==> src/rtl/pong_pkg.sv <==
// Shared pong definitions: per-frame paddle direction encoding used by the
// button conditioner and both paddle blocks.
package pong_pkg;

    typedef enum logic [1:0] {
        DIR_PUT   = 2'b00,
        DIR_LEFT  = 2'b01,
        DIR_RIGHT = 2'b10
    } dir_t;

endpackage

==> src/rtl/btn_debounce.sv <==
// One button: 2-flop synchronizer followed by a restart-on-bounce debounce
// counter; stable only moves after DB_CYCLES consecutive differing samples.
module btn_debounce #(
    parameter int DB_CYCLES = 74250
) (
    input  logic pixel_clk,
    input  logic rst,
    input  logic raw,
    output logic stable
);

    localparam logic [16:0] CNT_LAST = 17'(DB_CYCLES - 1);

    logic        sync1;
    logic        sync2;
    logic [16:0] cnt;

    always_ff @(posedge pixel_clk) begin
        if (rst) begin
            sync1  <= 1'b0;
            sync2  <= 1'b0;
            stable <= 1'b0;
            cnt    <= '0;
        end else begin
            sync1 <= raw;
            sync2 <= sync1;
            // Any sample matching stable throws away the partial count.
            if (sync2 == stable) begin
                cnt <= '0;
            end else if (cnt == CNT_LAST) begin
                stable <= sync2;
                cnt    <= '0;
            end else begin
                cnt <= cnt + 17'd1;
            end
        end
    end

endmodule

==> src/rtl/paddle_btn_cond.sv <==
// Paddle button conditioner: debounces both buttons, makes them mutually
// exclusive, emits press pulses and latches a direction once per frame.
module paddle_btn_cond
    import pong_pkg::*;
#(
    parameter int DB_CYCLES = 74250
) (
    input  logic       pixel_clk,
    input  logic       rst,
    input  logic       fsync,
    input  logic       btn_right_raw,
    input  logic       btn_left_raw,
    output logic       right_out,
    output logic       left_out,
    output logic       press_right,
    output logic       press_left,
    output logic [1:0] dir_frame
);

    logic stable_r;
    logic stable_l;
    logic right_nx;
    logic left_nx;
    logic seen_r;
    logic seen_l;
    dir_t dir_q;

    btn_debounce #(.DB_CYCLES(DB_CYCLES)) u_db_right (
        .pixel_clk (pixel_clk),
        .rst       (rst),
        .raw       (btn_right_raw),
        .stable    (stable_r)
    );

    btn_debounce #(.DB_CYCLES(DB_CYCLES)) u_db_left (
        .pixel_clk (pixel_clk),
        .rst       (rst),
        .raw       (btn_left_raw),
        .stable    (stable_l)
    );

    // Both held means neither: the paddle stays put rather than guessing.
    assign right_nx = stable_r & ~stable_l;
    assign left_nx  = stable_l & ~stable_r;

    always_ff @(posedge pixel_clk) begin
        if (rst) begin
            right_out   <= 1'b0;
            left_out    <= 1'b0;
            press_right <= 1'b0;
            press_left  <= 1'b0;
            seen_r      <= 1'b0;
            seen_l      <= 1'b0;
            dir_q       <= DIR_PUT;
        end else begin
            right_out   <= right_nx;
            left_out    <= left_nx;
            press_right <= right_nx & ~right_out;
            press_left  <= left_nx & ~left_out;
            // The fsync cycle's own outputs still belong to the ending frame.
            if (fsync) begin
                seen_r <= 1'b0;
                seen_l <= 1'b0;
                if (seen_r | right_out)
                    dir_q <= DIR_RIGHT;
                else if (seen_l | left_out)
                    dir_q <= DIR_LEFT;
                else
                    dir_q <= DIR_PUT;
            end else begin
                seen_r <= seen_r | right_out;
                seen_l <= seen_l | left_out;
            end
        end
    end

    assign dir_frame = dir_q;

endmodule

==> config.mk <==
export PLATFORM = sky130hd
export DESIGN_NAME = paddle_btn_cond
export DESIGN_NICKNAME = d
export VERILOG_FILES = /design/src/rtl/pong_pkg.sv /design/src/rtl/btn_debounce.sv /design/src/rtl/paddle_btn_cond.sv
export SDC_FILE = /design/constraint.sdc
export NUM_CORES = 1
export LEC_CHECK = 0
export CORE_MARGIN = 2
export CORE_UTILIZATION = 62
export DETAILED_ROUTE_END_ITERATION = 12
export GPL_TIMING_DRIVEN = 0
export PLACE_DENSITY_LB_ADDON = 0.3
export REMOVE_ABC_BUFFERS = 1
export SLEW_MARGIN = 20
export SYNTH_ARGS = -nofsm -noshare
export SYNTH_HDL_FRONTEND = slang
export SYNTH_HIERARCHICAL = 1
export SYNTH_SLANG_ARGS = --single-unit
==> constraint.sdc <==
create_clock -name pixel_clk -period 4.2 [get_ports pixel_clk]
set_clock_uncertainty 0.2 [all_clocks]
set_input_delay 0.63 -clock pixel_clk [delete_from_list [all_inputs] [get_ports pixel_clk]]
set_output_delay 0.63 -clock pixel_clk [all_outputs]
set_load 0.005 [all_outputs]
==> impl_metrics.py <==
metrics = {
    "die": {
        "start_util_pct": 66.3,
        "core_area_um2": 3100,
        "die_area_um2": 3790,
        "io_pins": 11,
        "dieHeight_um": 61.6,
        "die_width_um": 61.6,
        "num_rows": 20,
    },
    "grt": {
        "grt_max_degree": 18,
        "track_usage_pct": 23.0,
        "antenna_found_initial": 0,
        "grt_pass1_wl_mm": 6.35,
        "overflow": 0,
        "first_global_vias": 1456,
    },
    "setup_path": {
        "crit_slowest_cell": "clkdlybuf4s50_1",
        "crit_required_ps": 3370,
        "path_class": "flop to primary output",
        "cp_cell_sequence": "clkdlybuf4s50_1",
        "critPathMaxStageDelay_ps": 530,
        "worstPathMaxFanout": 4,
        "cp_top_family": "buffers and inverters",
        "end_kind": "primary output",
        "arrival_ps": 1310,
        "start_kind": "flop",
        "cp_num_buf_inv": 1,
    },
    "synth": {
        "yosysUniqueCellTypes": 26,
        "synthCells": 213,
        "ys_seq_elements": 48,
        "yosysWarnings": 6,
        "ys_seq_area_share_pct": 46.7,
        "syn_area_per_cell_um2": 9.65,
        "syn_area_um2": 2060,
    },
    "routing": {
        "dr.pass1.iters": 4,
        "viasPerCell": 5.72,
        "drt_iter0_markers": 91,
        "drt_wl_total_mm": 3.72,
        "drc": 0,
        "antenna_left": 0,
        "vias": 1551,
        "routedWlPerCell_um": 13.7,
    },
    "cts": {
        "cts_tree": "yes",
        "clkLatencyLatePin_ps": 370,
        "cts_buffer_depth": 2,
        "numClockSinks": 48,
        "cts-resized-gates": 0,
        "htreeDepth": 2,
        "postCtsSetupBuffers": 0,
        "clk_pin_slew_ps": 140,
        "cts_hold_buf": 0,
        "cts_made_buffers": 5,
        "root_buffer": "clkbuf_4",
    },
    "worst_hold_path": {
        "hp-class": "flop to flop",
    },
    "placed_design": {
        "dp.cells": 263,
        "gp_congestion": 0.851,
        "dp_hpwl_mm": 2.64,
        "io_buffers": 10,
    },
    "timing": {
        "setup_violations": 0,
        "slew_headroom_pct": 66.0,
        "post-route-period-util_pct": 50.9,
        "worst_pin_slew_ps": 509,
        "rsz0062_at_grt": "no",
        "fin_tns_setup_ps": 0,
        "whs_ps": 261,
        "min_period_ps": 2140,
        "fmax_mhz": 468,
        "hold_viol": 0,
        "finalMaxSlewViolations": 0,
    },
    "pwr": {
        "leakagePower_nw": 0.671,
        "ir_drop_mv": 0.287,
        "p_per_area_nw_per_um2": 308,
    },
    "layout": {
        "fill_cells": 252,
        "multi_input_area_um2": 1040,
        "diodes": 0,
        "instances_no_fill": 271,
        "syn_to_final_growth_pct": 8.95,
        "final_nets": 235,
        "register_area_um2": 961,
        "drive_above_1_share_pct": 11.5,
    },
    "outcome": {
        "status": "finished clean",
    },
    "job": {
        "cap_viol_max_count": 0,
    },
}
==> registers in the layout, indices dropped and copies added (netlist names) <==
register           count
seen_r                 1
u_db_left/cnt         17
u_db_right/sync1       1
dir_frame              2
u_db_left/sync1        1
u_db_right/sync2       1
u_db_right/cnt        17
u_db_left/stable       1
left_out               1
press_left             1
u_db_right/stable      1
u_db_left/sync2        1
press_right            1
seen_l                 1
right_out              1
==> per-layer routing <==
metal,GRT usage (%),vias up,part of all wire (%)
met5,0,-,0
met4,12.8,0,2.6
met3,7.56,13,5.3
met2,35.3,38,47
met1,28.4,730,45
li1,-,770,-
==> logic make-up after synthesis <==
family          Yosys count  synth area share, %
flops                    48                 46.7
mux                       2                0.974
compound gates            2                0.791
simple gates            114                 32.6
xor+xnor                 32                 13.6
fa+ha+maj                 4                 2.43
buf+inv                  11                 2.86
==> where the power goes <==
| group | internal [W] | switching (W) | total [W] | leakage (nW) |
|---|---|---|---|---|
| Sequential | 0.000458 | 0.00000203 | 0.000460 | 0.388 |
| Clock | 0.0000660 | 0.000149 | 0.000215 | 0.0274 |
| Combinational | 0.00000715 | 0.00000795 | 0.0000151 | 0.256 |
| Total | 0.000531 | 0.000159 | 0.000690 | 0.671 |
==> path summary, 6_finish.rpt <==
kind	from	end	slack (ps)	cells past startpoint
max	right_out	right_out	2060	1
min	u_db_right/sync1	u_db_right/sync2	260	1
max reg2reg	u_db_right/cnt[0]	u_db_right/cnt[6]	2250	5
min reg2reg	u_db_right/sync1	u_db_right/sync2	260	1
==> metrics by stage <==
stage / instance area, µm² / setup slack (ps) / utilization [%] / total power (W)
after floorplan: 2020 / 2620 / - / 0.000476
after global placement: 2180 / 1940 / 70.2 / 0.000484
after detailed placement: 2180 / 1880 / 70.2 / 0.000485
after CTS: 2240 / 2030 / 72.2 / 0.000697
after global routing: 2240 / 1990 / 72.2 / 0.000723
final: 2240 / 2060 / 72.2 / 0.000690
==> Yosys cell counts <==
master,instances,area (µm²)
nor2b_1,6,37.5
nor2_1,37,139
mux2i_1,2,20.0
o32ai_1,1,8.76
nand4_4,2,42.5
nor3b_1,2,15.0
nand2_1,6,22.5
and4bb_2,2,25.0
nand4_1,12,75.1
nor4_1,14,87.6
dfxtp_1,48,961
xnor2_1,24,210
inv_1,7,26.3
buf_6,2,22.5
nor2_2,8,50.1
nand3_1,8,40.0
a211oi_1,1,7.51
and4_2,2,20.0
xor2_1,8,70.1
nand3_2,2,20.0
or4b_1,1,10.0
buf_2,2,10.0
nor3_1,4,20.0
nor4b_1,6,52.6
ha_1,4,50.1
nand2_2,2,12.5
==> cell usage in the layout (no fill, tap or decap), types with 4 or more instances in the layout <==
cell and n:
clkbuf_4 5, clkdlybuf4s50_1 10, dfxtp_1 48, ha_1 4, inv_1 7, nand2_1 6, nand3_1 8, nand4_1 12
nor2_1 37, nor2_2 8, nor2b_1 6, nor3_1 4, nor4_1 14, nor4b_1 6, xnor2_1 24, xor2_1 8
==> cell type report <==
type                    count  share of cell area, %
multi-input cells         154                   46.3
flip-flops and latches     48                   42.9
repair buffers             10                   4.47
well taps                  44                   2.46
clock buffers               5                   1.68
inverters                   7                   1.17
clock inverters             3                   1.06
No activity file was read; power rests on OpenSTA's default activity.
